`config.mk`:
```
export PLATFORM = sky130hd
export DESIGN_NAME = axi_wr_arbiter
export DESIGN_NICKNAME = d
export VERILOG_FILES = /design/src/rtl/cache_axi_pkg.sv /design/src/rtl/rr_arb2.sv /design/src/rtl/axi_wr_arbiter.sv
export SDC_FILE = /design/constraint.sdc
export NUM_CORES = 1
export LEC_CHECK = 0
export ABC_AREA = 1
export ABC_CLOCK_PERIOD_IN_PS = 2100
export CAP_MARGIN = 10
export CELL_PAD_IN_SITES_DETAIL_PLACEMENT = 1
export CELL_PAD_IN_SITES_GLOBAL_PLACEMENT = 1
export CORE_AREA = 2 2 641 643
export CTS_CLUSTER_DIAMETER = 100
export DETAILED_ROUTE_END_ITERATION = 8
export DIE_AREA = 0 0 643 645
export PLACE_DENSITY_LB_ADDON = 0.1
export SLEW_MARGIN = 20
export SYNTH_ARGS = -nofsm -noshare
export SYNTH_HDL_FRONTEND = slang
export SYNTH_SLANG_ARGS = --single-unit
```
`constraint.sdc`:
```
create_clock -name clk -period 2.1 [get_ports clk]
set_clock_uncertainty 0.05 [all_clocks]
set_input_delay 0.21 -clock clk [delete_from_list [all_inputs] [get_ports clk]]
set_output_delay 0.21 -clock clk [all_outputs]
set_load 0.05 [all_outputs]
```
`src/rtl/cache_axi_pkg.sv`:
```
// Shared widths, AXI ID assignments and arbiter state encoding for the
// cache-to-DRAM write path.
package cache_axi_pkg;

  localparam int unsigned ADDR_W        = 32;
  localparam int unsigned DATA_W        = 512;
  localparam int unsigned ID_W          = 4;
  localparam int unsigned OFFSET_W      = 6;
  localparam int unsigned AXI_FILL_ID   = 0;
  localparam int unsigned AXI_WB_ID     = 1;
  localparam int unsigned AXI_MAX_OUTST = 4;

  typedef enum logic {
    S_IDLE,
    S_ISSUE
  } arb_state_e;

endpackage

```
`src/rtl/rr_arb2.sv`:
```
// Two-way round-robin picker: a lone eligible requester wins, a tie goes to
// the requester that was not granted last. Purely combinational.
module rr_arb2 (
  input  logic [1:0] eligible_i,
  input  logic       last_i,
  output logic [1:0] grant_o
);

  always_comb begin
    grant_o = eligible_i;
    if (&eligible_i) begin
      grant_o = last_i ? 2'b01 : 2'b10;
    end
  end

endmodule

```
`src/rtl/axi_wr_arbiter.sv`:
```
// Shares one AXI write port between the fill path (req0) and the victim
// writeback path (req1); one single-beat write per grant, B routed by ID.
module axi_wr_arbiter
  import cache_axi_pkg::*;
#(
  parameter int unsigned ADDR_WIDTH   = ADDR_W,
  parameter int unsigned DATA_WIDTH   = DATA_W,
  parameter int unsigned ID_WIDTH     = ID_W,
  parameter int unsigned OFFSET_WIDTH = OFFSET_W,
  parameter int unsigned FILL_ID      = AXI_FILL_ID,
  parameter int unsigned WB_ID        = AXI_WB_ID,
  parameter int unsigned MAX_OUTST    = AXI_MAX_OUTST
) (
  input  logic                  clk,
  input  logic                  rst,
  input  logic                  req0_valid_i,
  input  logic [ADDR_WIDTH-1:0] req0_addr_i,
  input  logic [DATA_WIDTH-1:0] req0_data_i,
  output logic                  req0_ready_o,
  output logic                  req0_bdone_o,
  input  logic                  req1_valid_i,
  input  logic [ADDR_WIDTH-1:0] req1_addr_i,
  input  logic [DATA_WIDTH-1:0] req1_data_i,
  output logic                  req1_ready_o,
  output logic                  req1_bdone_o,
  output logic [ID_WIDTH-1:0]   awid_o,
  output logic [ADDR_WIDTH-1:0] awaddr_o,
  output logic                  awvalid_o,
  input  logic                  awready_i,
  output logic [ID_WIDTH-1:0]   wid_o,
  output logic [DATA_WIDTH-1:0] wdata_o,
  output logic                  wlast_o,
  output logic                  wvalid_o,
  input  logic                  wready_i,
  input  logic [ID_WIDTH-1:0]   bid_i,
  input  logic [1:0]            bresp_i,
  input  logic                  bvalid_i,
  output logic                  bready_o,
  output logic                  err_o
);

  localparam int unsigned CNT_W = $clog2(MAX_OUTST + 1);
  localparam logic [CNT_W-1:0]      MAX_C       = CNT_W'(MAX_OUTST);
  localparam logic [ID_WIDTH-1:0]   FILL_ID_C   = ID_WIDTH'(FILL_ID);
  localparam logic [ID_WIDTH-1:0]   WB_ID_C     = ID_WIDTH'(WB_ID);
  localparam logic [ADDR_WIDTH-1:0] OFFSET_MASK = ADDR_WIDTH'((64'd1 << OFFSET_WIDTH) - 64'd1);

  arb_state_e            state_q, state_d;
  logic [ADDR_WIDTH-1:0] addr_q, addr_d;
  logic [DATA_WIDTH-1:0] data_q, data_d;
  logic [ID_WIDTH-1:0]   id_q, id_d;
  logic                  sel_q, sel_d;
  logic                  last_q, last_d;
  logic                  aw_done_q, aw_done_d;
  logic                  w_done_q, w_done_d;
  logic                  err_q, err_d;
  logic [CNT_W-1:0]      cnt0_q, cnt0_d;
  logic [CNT_W-1:0]      cnt1_q, cnt1_d;

  logic [1:0] eligible;
  logic [1:0] grant;
  logic       aw_now, w_now;
  logic       inc0, inc1;
  logic       b_fire, b_hit0, b_hit1;

  assign eligible = {req1_valid_i && (cnt1_q < MAX_C),
                     req0_valid_i && (cnt0_q < MAX_C)};

  rr_arb2 u_rr_arb2 (
    .eligible_i (eligible),
    .last_i     (last_q),
    .grant_o    (grant)
  );

  assign bready_o = ~rst;
  assign awaddr_o = addr_q;
  assign wdata_o  = data_q;
  assign awid_o   = id_q;
  assign wid_o    = id_q;
  assign wlast_o  = wvalid_o;
  assign err_o    = err_q;

  // Responses for an unknown ID or an idle counter are dropped, never routed.
  assign b_fire       = bvalid_i & bready_o;
  assign b_hit0       = b_fire && (bid_i == FILL_ID_C) && (cnt0_q != '0);
  assign b_hit1       = b_fire && (bid_i == WB_ID_C) && (cnt1_q != '0);
  assign req0_bdone_o = b_hit0;
  assign req1_bdone_o = b_hit1;

  always_comb begin
    state_d      = state_q;
    addr_d       = addr_q;
    data_d       = data_q;
    id_d         = id_q;
    sel_d        = sel_q;
    last_d       = last_q;
    aw_done_d    = aw_done_q;
    w_done_d     = w_done_q;
    req0_ready_o = 1'b0;
    req1_ready_o = 1'b0;
    inc0         = 1'b0;
    inc1         = 1'b0;
    awvalid_o    = (state_q == S_ISSUE) && !aw_done_q;
    wvalid_o     = (state_q == S_ISSUE) && !w_done_q;
    aw_now       = aw_done_q | (awvalid_o & awready_i);
    w_now        = w_done_q | (wvalid_o & wready_i);

    case (state_q)
      S_IDLE: begin
        if (|grant) begin
          req0_ready_o = grant[0] & ~rst;
          req1_ready_o = grant[1] & ~rst;
          sel_d        = grant[1];
          last_d       = grant[1];
          addr_d       = (grant[1] ? req1_addr_i : req0_addr_i) & ~OFFSET_MASK;
          data_d       = grant[1] ? req1_data_i : req0_data_i;
          id_d         = grant[1] ? WB_ID_C : FILL_ID_C;
          state_d      = S_ISSUE;
        end
      end
      S_ISSUE: begin
        // AW and W retire independently; leave only once both have.
        if (aw_now && w_now) begin
          aw_done_d = 1'b0;
          w_done_d  = 1'b0;
          inc0      = ~sel_q;
          inc1      = sel_q;
          state_d   = S_IDLE;
        end else begin
          aw_done_d = aw_now;
          w_done_d  = w_now;
        end
      end
      default: state_d = S_IDLE;
    endcase
  end

  always_comb begin
    cnt0_d = cnt0_q;
    cnt1_d = cnt1_q;
    case ({inc0, b_hit0})
      2'b10:   cnt0_d = cnt0_q + CNT_W'(1);
      2'b01:   cnt0_d = cnt0_q - CNT_W'(1);
      default: cnt0_d = cnt0_q;
    endcase
    case ({inc1, b_hit1})
      2'b10:   cnt1_d = cnt1_q + CNT_W'(1);
      2'b01:   cnt1_d = cnt1_q - CNT_W'(1);
      default: cnt1_d = cnt1_q;
    endcase
    err_d = err_q | (b_fire & ((bresp_i != 2'b00) | ~(b_hit0 | b_hit1)));
  end

  always_ff @(posedge clk) begin
    if (rst) begin
      state_q   <= S_IDLE;
      addr_q    <= '0;
      data_q    <= '0;
      id_q      <= '0;
      sel_q     <= 1'b0;
      last_q    <= 1'b1;
      aw_done_q <= 1'b0;
      w_done_q  <= 1'b0;
      err_q     <= 1'b0;
      cnt0_q    <= '0;
      cnt1_q    <= '0;
    end else begin
      state_q   <= state_d;
      addr_q    <= addr_d;
      data_q    <= data_d;
      id_q      <= id_d;
      sel_q     <= sel_d;
      last_q    <= last_d;
      aw_done_q <= aw_done_d;
      w_done_q  <= w_done_d;
      err_q     <= err_d;
      cnt0_q    <= cnt0_d;
      cnt1_q    <= cnt1_d;
    end
  end

endmodule

```
* After elaboration in Yosys (flattened, before gate mapping) *
Index checks and enable logic that the tools add are counted.

word-level totals
  bits in registers = 554
  latch bits = 0
  output and inout bits = 561
  ROM bits = 0
  memories = 0
  memory bits (writable) = 0

operators by class
  multipliers = 0
  add/sub/neg operators = 4
  magnitude comparators = 2
  bitwise operators = 15
  muxes and demuxes = 20
  shift operators = 0
  equal/unequal tests = 5
  reduce and logical (&&, ||, !) cells = 20
  divide/modulo/power cells = 0

operators by type and width
  operator               number
  $mux W512              1
  $mux W32               1
  $mux W1                13
  $pmux W3 S2            2
  $logic_and A1 B1 Y1    9
  $add A3 B1 Y3 const B  2
  $and A1 B1 Y1          6
  $lt A3 B3 Y1 const B   2
  $reduce_bool A2 Y1     3
  $reduce_bool A3 Y1     2
  $sub A3 B1 Y3 const B  2
  $or A1 B1 Y1           5
  $eq A2 B1 Y1 const B   2
  $eq A2 B2 Y1 const B   2
  $eq A4 B1 Y1 const B   1
  $logic_not A4 Y1       1
  $mux W2                2
  $not A1 Y1             4
  $reduce_and A2 Y1      2
  $logic_not A1 Y1       2
  $pmux W1 S2            1
  $reduce_or A2 Y1       1

* Logic depth before layout (Yosys ltp) *
  depth after elaboration = 9
  mapped depth = 13
  depth with buffers taken out = 12

* Modules after synthesis *
From an unflattened synthesis, not the netlist that was laid out.

unflattened totals
  cells, all modules = 2512
  area total of the unflattened synthesis = 25728.4 um^2

modules (own cells, without submodules)
  module          area each (um^2)  times used  cells each  seq. area each (um^2)
  axi_wr_arbiter  25707.2           1           2507        11010.6
  rr_arb2         21.3              1           5           0.0

* Worst setup path before layout *
No wires, ideal clock.

  path type = input -> register
  start point = input rst
  end point = register cnt0_q[2]
  stages = 13
  required time = 1.980 ns
  path buffers = 1
  path slack = -0.495 ns
  data arrival time = 2.475 ns
  cells stage by stage = buf_2 -> clkinv_1 -> nand2_1 -> nor2_1 -> nand3_1 -> inv_1 -> ha_1 -> inv_1 -> fa_1 -> or2_2 -> nand2_1 -> o21ai_0 -> a21oi_1

between the ends
  longest elaborated chain between the ends = 6
  elaborated cells between the ends (all ways) = 8
  classes of those cells = 2 x eq/ne; 1 x mux; 2 x bitwise; 3 x reduce/logical

ends and longest elaborated chain
  what                                               RTL line               text
  start: declaration                                 axi_wr_arbiter.sv:15   input logic rst,
  $not A1 Y1 *                                       axi_wr_arbiter.sv:75   assign bready_o = ~rst;
  named net bready_o                                 axi_wr_arbiter.sv:38   output logic bready_o,
  $and A1 B1 Y1 *                                    axi_wr_arbiter.sv:84   assign b_fire = bvalid_i & bready_o;
  $logic_and A1 B1 Y1 * (2 in series)                axi_wr_arbiter.sv:85   assign b_hit0 = b_fire && (bid_i == FILL_ID_C) && (cnt0_q != '0);
  named net req0_bdone_o                             axi_wr_arbiter.sv:20   output logic req0_bdone_o,
  $eq A2 B1 Y1 or $eq A2 B2 Y1 (tied branches)       axi_wr_arbiter.sv:141  case ({inc0, b_hit0})
  $pmux W3 S2 or $reduce_bool A2 Y1 (tied branches)  n/a
  end signal: assignment                             axi_wr_arbiter.sv:177  cnt0_q <= cnt0_d;
  end: declaration                                   axi_wr_arbiter.sv:57   logic [CNT_W-1:0] cnt0_q, cnt0_d;

The timed path passes the listed nets; every way through them passes the cells marked *.
A chain may end at the register's enable or synchronous reset.

* Worst setup path after layout *
  start point = register state_q
  end point = register cnt1_q[2]

between the ends
  longest elaborated chain between the ends = 8
  elaborated cells between the ends (all ways) = 13
  classes of those cells = 2 x eq/ne; 3 x mux; 4 x bitwise; 4 x reduce/logical

ends and longest elaborated chain
  what                                               RTL line                                      text
  start: declaration                                 axi_wr_arbiter.sv:48                          arb_state_e state_q, state_d;
  start signal: assignment                           axi_wr_arbiter.sv:168                         state_q <= state_d;
  $logic_and A1 B1 Y1, on equally long branches      axi_wr_arbiter.sv:103, axi_wr_arbiter.sv:104
  $and A1 B1 Y1, on equally long branches            axi_wr_arbiter.sv:105, axi_wr_arbiter.sv:106
  $or A1 B1 Y1, on equally long branches             axi_wr_arbiter.sv:105, axi_wr_arbiter.sv:106
  $logic_and A1 B1 Y1                                axi_wr_arbiter.sv:123                         if (aw_now && w_now) begin
  $mux W1                                            axi_wr_arbiter.sv:123
  $mux W1 *                                          axi_wr_arbiter.sv:108                         case (state_q)
  $eq A2 B1 Y1 or $eq A2 B2 Y1 (tied branches)       axi_wr_arbiter.sv:146                         case ({inc1, b_hit1})
  $pmux W3 S2 or $reduce_bool A2 Y1 (tied branches)  n/a
  end signal: assignment                             axi_wr_arbiter.sv:178                         cnt1_q <= cnt1_d;
  end: declaration                                   axi_wr_arbiter.sv:58                          logic [CNT_W-1:0] cnt1_q, cnt1_d;

Every way passes the cells marked *; elsewhere a longest branch is shown, timed or not.

==> metrics.md <==
| Metric | Value |
|---|---|
| Starting Density | `just under 7%` |
| Power per cell area | `741.9 nW/um2` |
| Final net count | `approximately 8300` |
| Area of the multi-input gates | `roughly 14000 um2` |
| Yosys top cell area share | `39.03%` |
| Hold Crit Class | `in2reg` |
| Min cycle time layout | `around 2.1 ns` |
| Leakage | `about 30 nW` |
| Largest cells by area after synthesis | `dfxtp_1 (39%), nand2_1 (22%), nor2_1 (15%), nand3_1 (9.6%), inv_1 (7.4%)` |
| Max-Cap Viols | `0` |
| Final Non-Filler Cells | `12740` |
| Post-route ant nets | `0` |
| Vias | `between 30000 and 40000` |
| Final worst slack | `-0.03276 ns` |
| Status | `finished with violations` |
| Final core occ | `roughly 16%` |
| Yosys warns | `0` |
| Core area | `between 400000 and 500000 um2` |
| Fill cells | `49190` |
| Clk_lat worst skew | `0.82 ns` |
| GPL Wtd Cong | `roughly 0.8` |
| FMAX | `468.9 MHz` |
| Nature of the critical path startpoint | `register` |
| Peak VDD IR | `around 0.66 mV` |
| Wire per inst | `between 20 and 25 um` |
| IO Port Bufs | `around 1600` |
| CP Class | `reg2reg` |
| Setup_tns | `-0.05223 ns` |
| Number of DRC markers after the initial detailed-route iteration | `1512` |
| Flops & latches, synth | `550` |
| Die area | `between 400000 and 500000 um2` |
| Dpl ws | `-0.6417 ns` |
| Clock H-tree levels | `3` |
| RSZ-0062 raised after global routing | `true` |
| Arrival time worst endpoint | `about 2.8 ns` |
| Clock root cell | `clkbuf_16` |
| Number of global-route vias before repair | `between 40000 and 50000` |
| Synth Instances | `~4700` |
| Rows | `~240` |
| Clock-pin slew of the registers on the worst-case setup and hold paths | `0.06 ns` |
| Failing checks | `setup timing` |
| Slew @ Worst Pin | `around 0.9 ns` |
| Die width | `643 um` |
| Via-to-Cell Ratio | `roughly 3` |
| Post-DP HPWL | `232000 um` |
| Placed Cells | `roughly 12000` |
| TritonRoute pass-1 iters | `5` |
| Worst Path Max Fanout | `3` |
| Final setup vio count | `2` |
| Clk sink count | `550` |
| Post-synth cell types | `24` |
| Total gr overflow | `0` |
| GRT Overall Usage | `13.13%` |
| Area growth syn-to-layout | `125.5%` |
| Share of layout cells above drive strength 1 | `about 13%` |
| DRC | `0` |
| Avg Inst Size Synth | `roughly 6 um2` |
| CP required | `around 2.8 ns` |
| Clock Tree Buf Depth | `4` |
| Max-slew violation count | `0` |
| IO Pins | `about 1700` |
| Final wirelength | `around 280000 um` |
| Rel. slew slack | `about 40%` |
| FF/Latch Area | `11020 um2` |
| Final worst path period share | `101.6%` |
| Setup crit end kind | `register` |
| Seq/Total Area, Yosys | `between 30% and 40%` |
| CTS tree | `yes` |
| Final hold vios | `0` |
| Initial antenna violation count | `77` |
| DIE HEIGHT | `645 um` |
| Post-synth top area cell | `dfxtp_1` |
| Netlist Area Pre-Place | `around 28000 um2` |
| Largest net degree at the start of global routing | `between 100 and 150` |
| CTS Buf Count | `around 110` |
| First-pass GRT wire length | `between 300000 and 400000 um` |
-- critical path: stages (launching register included) --
cell     delay, ns
dfxtp_2       0.32
buf_4         0.12
buf_4         0.14
a21oi_4       0.19
nor2_2        0.07
nand2_2       0.09
ha_4          0.13
inv_2         0.04
fa_2          0.38
or2_4         0.25
nand2_2       0.06
o21ai_1       0.06
a21oi_1       0.14
-- synthesized netlist by cell type (all sizes together) --
library cell and n:
a21oi 11, buf 257, clkbuf 56, clkinv 1, conb 1, dfxtp 550
fa 2, ha 2, inv 557, nand2 1637, nand3 542, nor2 1091
nor3 2, nor3b 1, o211ai 1, o21ai 6, or2 2
-- kinds of logic after synthesis --
family	share of synthesized area, %
and+or+nand+nor	46.04
buffers and inverters	14.34
DFF	39.03
AOI/OAI and AO/OA	0.3415
adders and majority gates	0.2306
other	0.01329
-- final cells by class --
| class | instances | share of cell area, % |
|---|---|---|
| repair buffers | 2659 | 41.93 |
| multi-input cells | 3309 | 21.24 |
| flip-flops and latches | 550 | 17.33 |
| well taps | 5451 | 10.72 |
| clock buffers | 145 | 4.652 |
| inverters | 558 | 3.374 |
| clock inverters | 28 | 0.6059 |
| diodes | 34 | 0.1338 |
| repair inverters | 1 | 0.01377 |
-- repair_timing --
action / 4_1_cts / 5_1_grt
resized for setup: 753 / 70
hold buffers: 719 / 0
cloned: 8 / 2
setup buffers: 25 / 6
pin swaps: 3 / 12
endpoints found under the setup margin: 478 / 250
endpoints found under the hold margin: 423 / 0
-- report_power, final --
part | leakage [nW] | switching [W] | total (W) | internal [W]
Clock | 1.63 | 0.00690 | 0.0175 | 0.0106
Combinational | 23.4 | 0.0108 | 0.0173 | 0.00652
Sequential | 4.57 | 0.000772 | 0.0124 | 0.0116
-- per-stage QoR --
| stage | instance area [um2] | power, W | hold WS, ns |
|---|---|---|---|
| 3_3_place_gp | 51910 | 0.02904 | 0.3978 |
| 2_1_floorplan | 28330 | 0.02049 | 0.3337 |
| 5_1_grt | 63560 | 0.05026 | 0.04001 |
| 6_report | 63610 | 0.04719 | 0.04810 |
| 4_1_cts | 63210 | 0.04888 | 0.0001640 |
| 3_5_place_dp | 51910 | 0.02904 | 0.4032 |
-- placed cells by master, fill, tap and decap left out, types with 34 or more instances in the layout --
master and instances:
nand2_1 1625, clkdlybuf4s50_1 1087, nor2_1 1084, dlygate4sd3_1 718, inv_1 545, dfxtp_1 543
nand3_1 520, buf_4 435, clkdlybuf4s15_2 146, clkbuf_16 108, dlygate4sd2_1 80, buf_12 71
clkdlybuf4s15_1 70, diode_2 34
-- per-layer routing --
layer  up-vias  wire length, um  global-route usage (%)
met5         -               84                       0
met1     18290           114200                   15.01
met4        14             4201                   1.901
met3       255            22210                   4.649
met2      1033           141600                   23.72
li1      18980                -                       -
-- sequential cells by signal, indices dropped and copies added (netlist names) --
name,count
sel_q,1
err_o,1
cnt0_q,3
last_q,1
cnt1_q,3
w_done_q,1
state_q,1
awaddr_o,26
wdata_o,512
aw_done_q,1
-- worst paths after layout --
kind | from | to | slack (ns) | depth (start not counted)
worst min-delay path | rst | wdata_o[449]$_SDFFE_PP0P_ | 0.05 | 6
worst min register to register | err_o$_SDFF_PP0_ | err_o$_SDFF_PP0_ | 0.42 | 2
worst max register to register | state_q$_SDFF_PP0_ | cnt1_q[2]$_SDFFE_PP0P_ | -0.03 | 12
worst max-delay path | state_q$_SDFF_PP0_ | cnt1_q[2]$_SDFFE_PP0P_ | -0.03 | 12
No activity file was read; power rests on OpenSTA's default activity.
